==> config.mk <==
export PLATFORM = sky130hd
export DESIGN_NAME = fma_norm_seq
export DESIGN_NICKNAME = d
export VERILOG_FILES = /design/src/rtl/fma_norm_seq.sv
export SDC_FILE = /design/constraint.sdc
export NUM_CORES = 1
export LEC_CHECK = 0
export ABC_AREA = 0
export BUFFER_PORTS_ARGS = -buffer_cell sky130_fd_sc_hd__buf_2
export CAP_MARGIN = 20
export CORE_MARGIN = 2
export CORE_UTILIZATION = 40
export CTS_BUF_LIST = sky130_fd_sc_hd__clkbuf_16
export DETAILED_ROUTE_END_ITERATION = 10
export HOLD_SLACK_MARGIN = 0.1
export SLEW_MARGIN = 0
export SYNTH_ARGS = -nofsm -noshare
export SYNTH_HDL_FRONTEND = slang
export SYNTH_SLANG_ARGS = --single-unit
==> constraint.sdc <==
create_clock -name clk -period 28.6 [get_ports clk]
set_input_delay 1.43 -clock clk [delete_from_list [all_inputs] [get_ports clk]]
set_output_delay 1.43 -clock clk [all_outputs]
set_load 0.01 [all_outputs]
==> src/rtl/fma_norm_seq.sv <==
`default_nettype none
// ============================================================================
// Module   : fma_norm_seq
// Purpose  : Iterative normalizer for the FMA compound-adder sum. Left-shifts
//            the magnitude until the top bit is set, using a coarse STEP-bit
//            shift loop followed by a single fine leading-zero shift within
//            the top STEP-bit window.
// Ports    : clk, reset       - clock, synchronous active-high reset
//            in_valid/in_ready - operand handshake (ready only when idle)
//            sum, sign_in      - adder magnitude and result sign
//            out_valid/out_ready - result handshake (valid only when done)
//            norm, shamt       - normalized mantissa, total left shift
//            zero, sign_out    - all-zero input flag, carried sign
// Revision : 1.0 - initial release
// ============================================================================
module fma_norm_seq #(
    parameter int WIDTH = 158,
    parameter int STEP  = 32,
    parameter int CNTW  = 8
) (
    input  logic             clk,
    input  logic             reset,
    input  logic             in_valid,
    output logic             in_ready,
    input  logic [WIDTH-1:0] sum,
    input  logic             sign_in,
    output logic             out_valid,
    input  logic             out_ready,
    output logic [WIDTH-1:0] norm,
    output logic [CNTW-1:0]  shamt,
    output logic             zero,
    output logic             sign_out
);

    localparam int              c_LZW      = $clog2(STEP);
    localparam logic [CNTW-1:0] c_STEP_CNT = CNTW'(STEP);

    typedef enum logic [1:0] {
        S_IDLE   = 2'd0,
        S_COARSE = 2'd1,
        S_FINE   = 2'd2,
        S_DONE   = 2'd3
    } state_t;

    state_t           r_state;
    logic [WIDTH-1:0] r_acc;
    logic [CNTW-1:0]  r_cnt;
    logic             r_zero;
    logic             r_sign;

    logic [STEP-1:0]  w_top;
    logic [c_LZW-1:0] w_lz;

    // Leading-zero count of the top window. Only evaluated in FINE, where
    // the coarse loop has guaranteed the window is nonzero, so the count
    // always fits in c_LZW bits.
    function automatic logic [c_LZW-1:0] lzc(input logic [STEP-1:0] v);
        logic [c_LZW-1:0] n;
        logic             found;
        n     = '0;
        found = 1'b0;
        for (int i = STEP - 1; i >= 0; i--) begin
            if (!found) begin
                if (v[i]) begin
                    found = 1'b1;
                end else begin
                    n = n + 1'b1;
                end
            end
        end
        return n;
    endfunction

    assign w_top = r_acc[WIDTH-1 -: STEP];
    assign w_lz  = lzc(w_top);

    // Handshake flags depend on the state register only.
    assign in_ready  = (r_state == S_IDLE);
    assign out_valid = (r_state == S_DONE);

    assign norm     = r_acc;
    assign shamt    = r_cnt;
    assign zero     = r_zero;
    assign sign_out = r_sign;

    always_ff @(posedge clk) begin
        if (reset) begin
            r_state <= S_IDLE;
            r_acc   <= '0;
            r_cnt   <= '0;
            r_zero  <= 1'b0;
            r_sign  <= 1'b0;
        end else begin
            case (r_state)
                S_IDLE: begin
                    if (in_valid) begin
                        r_acc  <= sum;
                        r_cnt  <= '0;
                        r_sign <= sign_in;
                        if (sum == '0) begin
                            r_zero  <= 1'b1;
                            r_state <= S_DONE;
                        end else begin
                            r_zero  <= 1'b0;
                            r_state <= S_COARSE;
                        end
                    end
                end
                S_COARSE: begin
                    // Whole empty windows are skipped STEP bits at a time;
                    // bits leaving the top are known zero.
                    if (w_top == '0) begin
                        r_acc <= r_acc << STEP;
                        r_cnt <= r_cnt + c_STEP_CNT;
                    end else begin
                        r_state <= S_FINE;
                    end
                end
                S_FINE: begin
                    r_acc   <= r_acc << w_lz;
                    r_cnt   <= r_cnt + CNTW'(w_lz);
                    r_state <= S_DONE;
                end
                S_DONE: begin
                    if (out_ready) begin
                        r_state <= S_IDLE;
                    end
                end
                default: begin
                    r_state <= S_IDLE;
                end
            endcase
        end
    end

endmodule
`default_nettype wire
==> flow_summary.json <==
{
  "hold_violations": 0,
  "first_iter_violations": 3209,
  "critPathLaunchType": "register",
  "yosysSeqAreaShare_pct": 16.3,
  "whs_path_depth": 2,
  "core-area_sq_mm": 0.0515,
  "drtAntennaViolNets": 0,
  "wl_per_cell_um": 29.9,
  "reg2reg_from": "norm[157]",
  "grt_pass1_wl_um": 152000,
  "fin_skew_ns": 0.0143,
  "fin_nets": 3003,
  "hold_class": "reg2reg",
  "synth.net_count": 2873,
  "overflow": 0,
  "slowest_delay_ns": 0.87,
  "post_cts_buffers": 0,
  "fmax_mhz": 41.3,
  "synth-edff-count": 0,
  "n_fill_cell": 5258,
  "hpwl_um": 78300,
  "r2r_cells": 109,
  "die_w_um": 233,
  "numCtsBuffers": 17,
  "vias_per_cell": 6.85,
  "grt_max_degree": 163,
  "clk_pin_slew_ns": 0.07,
  "area_growth_pct": 11.8,
  "cts_tree": "done",
  "cpMostUsedCell": "ha_1",
  "run_status": "completed",
  "async_reset_ff_share_pct": 0,
  "maxCapViolCount": 0,
  "min_period_over_period_pct": 84.6,
  "tns_ns": 0,
  "fp.dieH_um": 233,
  "firstDrtPassIters": 8,
  "hold_buffers": 0,
  "synth_top_cell_by_area": "mux2i_1",
  "slew_headroom_pct": 25.6,
  "clock-sinks": 170,
  "drc": 0,
  "grt_usage_pct": 37.5,
  "die_area_sq_mm": 0.0542,
  "hold_start": "sign_out",
  "syn_area_sq_mm": 0.0209,
  "yosysUniqueCellTypes": 90,
  "drive_gt1_share_pct": 20.1,
  "synth.top_cell.area_share_pct": 24.9,
  "synth_area_leaders": "mux2i_1, dfxtp_1, mux2_2",
  "cp.arrival_ns": 24.58,
  "required_ns": 28.97,
  "min_to": "sign_out",
  "grt_pass1_vias": 22389,
  "synth_flop_cell": "dfxtp_1",
  "cp_slowest_cell": "xnor3_4",
  "worstMarginPinSlew_ns": 1.11,
  "drv_slew": 0,
  "setup_viol": 0,
  "synthMostInstantiatedCell": "mux2i_1",
  "postSynthAreaPerCell_sq_um": 7.85,
  "reg2reg_slack_ns": 4.40,
  "yosysWarnings": 0,
  "start_util_pct": 40.6,
  "std_cell_rows": 83,
  "clock_latency_ns": 0.52,
  "htreeDepth": 4,
  "post-route-min-period_ns": 24.20,
  "r2r_end": "shamt[5]",
  "ios": 333,
  "antenna_found_initial": 7,
  "crit_type": "reg2reg",
  "synth-seq-cells": 170,
  "rsz0062_at_grt": "false",
  "synth_cells": 2667,
  "synth_top_cells_by_count": "mux2i_1, nor2_1, clkbuf_1",
  "cp_max_fo": 59,
  "io_buffers": 332,
  "endpoint_kind": "register",
  "wl_um": 104000,
  "gp_congestion": 1.08,
  "cts_root_buf": "clkbuf_16",
  "vias": 23909,
  "clk_path_buf_depth": 2,
  "cts.repair.resized": 0
}
through the flow:
step / area (sq um) / util (%) / worst slack (ns) / hold WS, ns / instances
2_1_floorplan: 20900 / - / 7.45 / 0.481 / 2667
3_3_place_gp: 22800 / 44.2 / 5.36 / 0.444 / 3458
3_5_place_dp: 22800 / 44.2 / 4.65 / 0.457 / 3458
4_1_cts: 23400 / 45.4 / 4.59 / 0.468 / 3490
5_1_grt: 23400 / 45.4 / 2.53 / 0.487 / 3490
6_report: 23400 / 45.4 / 4.40 / 0.466 / 3492
how the worst max path moves through the flow:
stage,slack (ns),to,depth (start not counted),start
6_report,4.40,shamt[5],109,norm[157]
5_1_grt,2.53,shamt[5],108,norm[157]
4_1_cts,4.59,shamt[5],109,norm[157]
3_5_place_dp,4.65,shamt[5],108,norm[157]
3_3_place_gp,5.36,shamt[5],108,norm[157]
2_1_floorplan,7.45,shamt[6],117,norm[157]
layout by cell type (no fill, tap or decap), types with 8 or more instances in the layout:
cell         n
mux2i_1    521
buf_2      331
nor2_1     261
dfxtp_1    170
nor4_1     148
nand2_1    145
a221oi_1   140
nor3_1     137
a21oi_1    132
mux2_2     122
o21ai_0     90
ha_1        39
nand3_1     38
inv_1       36
xnor2_1     34
and3_1      29
nor2b_1     27
buf_4       27
xor2_1      25
nand2b_1    21
or3_1       19
a211oi_1    18
clkbuf_16   17
nand4_1     16
o22ai_1     16
a22oi_1     15
o211ai_1    14
and2_1      12
a21o_1      10
o21ai_1      9
mux2_1       9
a31oi_1      8
o21a_1       8
a211o_1      8
xnor2_2      8
inv_6        8
o2111ai_1    8
a22o_1       8
routing by layer:
layer / routed length [um] / global-route usage, % / vias to the layer above
met3: 12200 / 9.77 / 260
met1: 42900 / 50.4 / 11599
met5: 52 / 0 / -
met4: 4670 / 15.8 / 8
met2: 44800 / 56.4 / 1611
li1: - / - / 10431
logic make-up (layout without fill, tap and decap cells):
kind of cell | count (synthesis) | in the layout | synth area share, %
adders and majority gates | 45 | 45 | 2.70
DFF | 170 | 170 | 16.3
other | 0 | 2 | 0
xor gates and xnor gates | 76 | 76 | 3.96
muxes | 656 | 656 | 32.3
buffers and inverters | 289 | 432 | 5.67
AOI/OAI and AO/OA | 542 | 542 | 18.1
and+or+nand+nor | 889 | 889 | 20.9
state kept, by name (all words and copies together), names as in the netlist:
| name | flops |
|---|---|
| norm | 158 |
| r_state | 2 |
| shamt | 8 |
| sign_out | 1 |
| zero | 1 |
worst max-delay path: cells and delay by family (launching register included):
| kind | cells | cell delay, ns |
|---|---|---|
| multiplexers | 16 | 3.16 |
| XOR/XNOR | 1 | 0.87 |
| flip-flops | 1 | 0.40 |
| AO/OA/AOI/OAI | 30 | 5.42 |
| adder cells (fa/ha/maj) | 32 | 10.24 |
| AND/OR/NAND/NOR | 25 | 2.73 |
| buffers and inverters | 5 | 1.18 |
layout make-up:
cell class              count  area (sq um)  area share, %
clock buffers              17           425           1.82
clock inverters            15           185          0.791
repair buffers            360          1900           8.12
inverters                  40           160          0.685
flip-flops and latches    170          3400           14.5
well taps                 680           851           3.64
diodes                      2          5.00         0.0214
multi-input cells        2208         16500           70.4
Power is not shown: default switching activity piles up to over one toggle a cycle in this logic, so the estimate is an artifact.
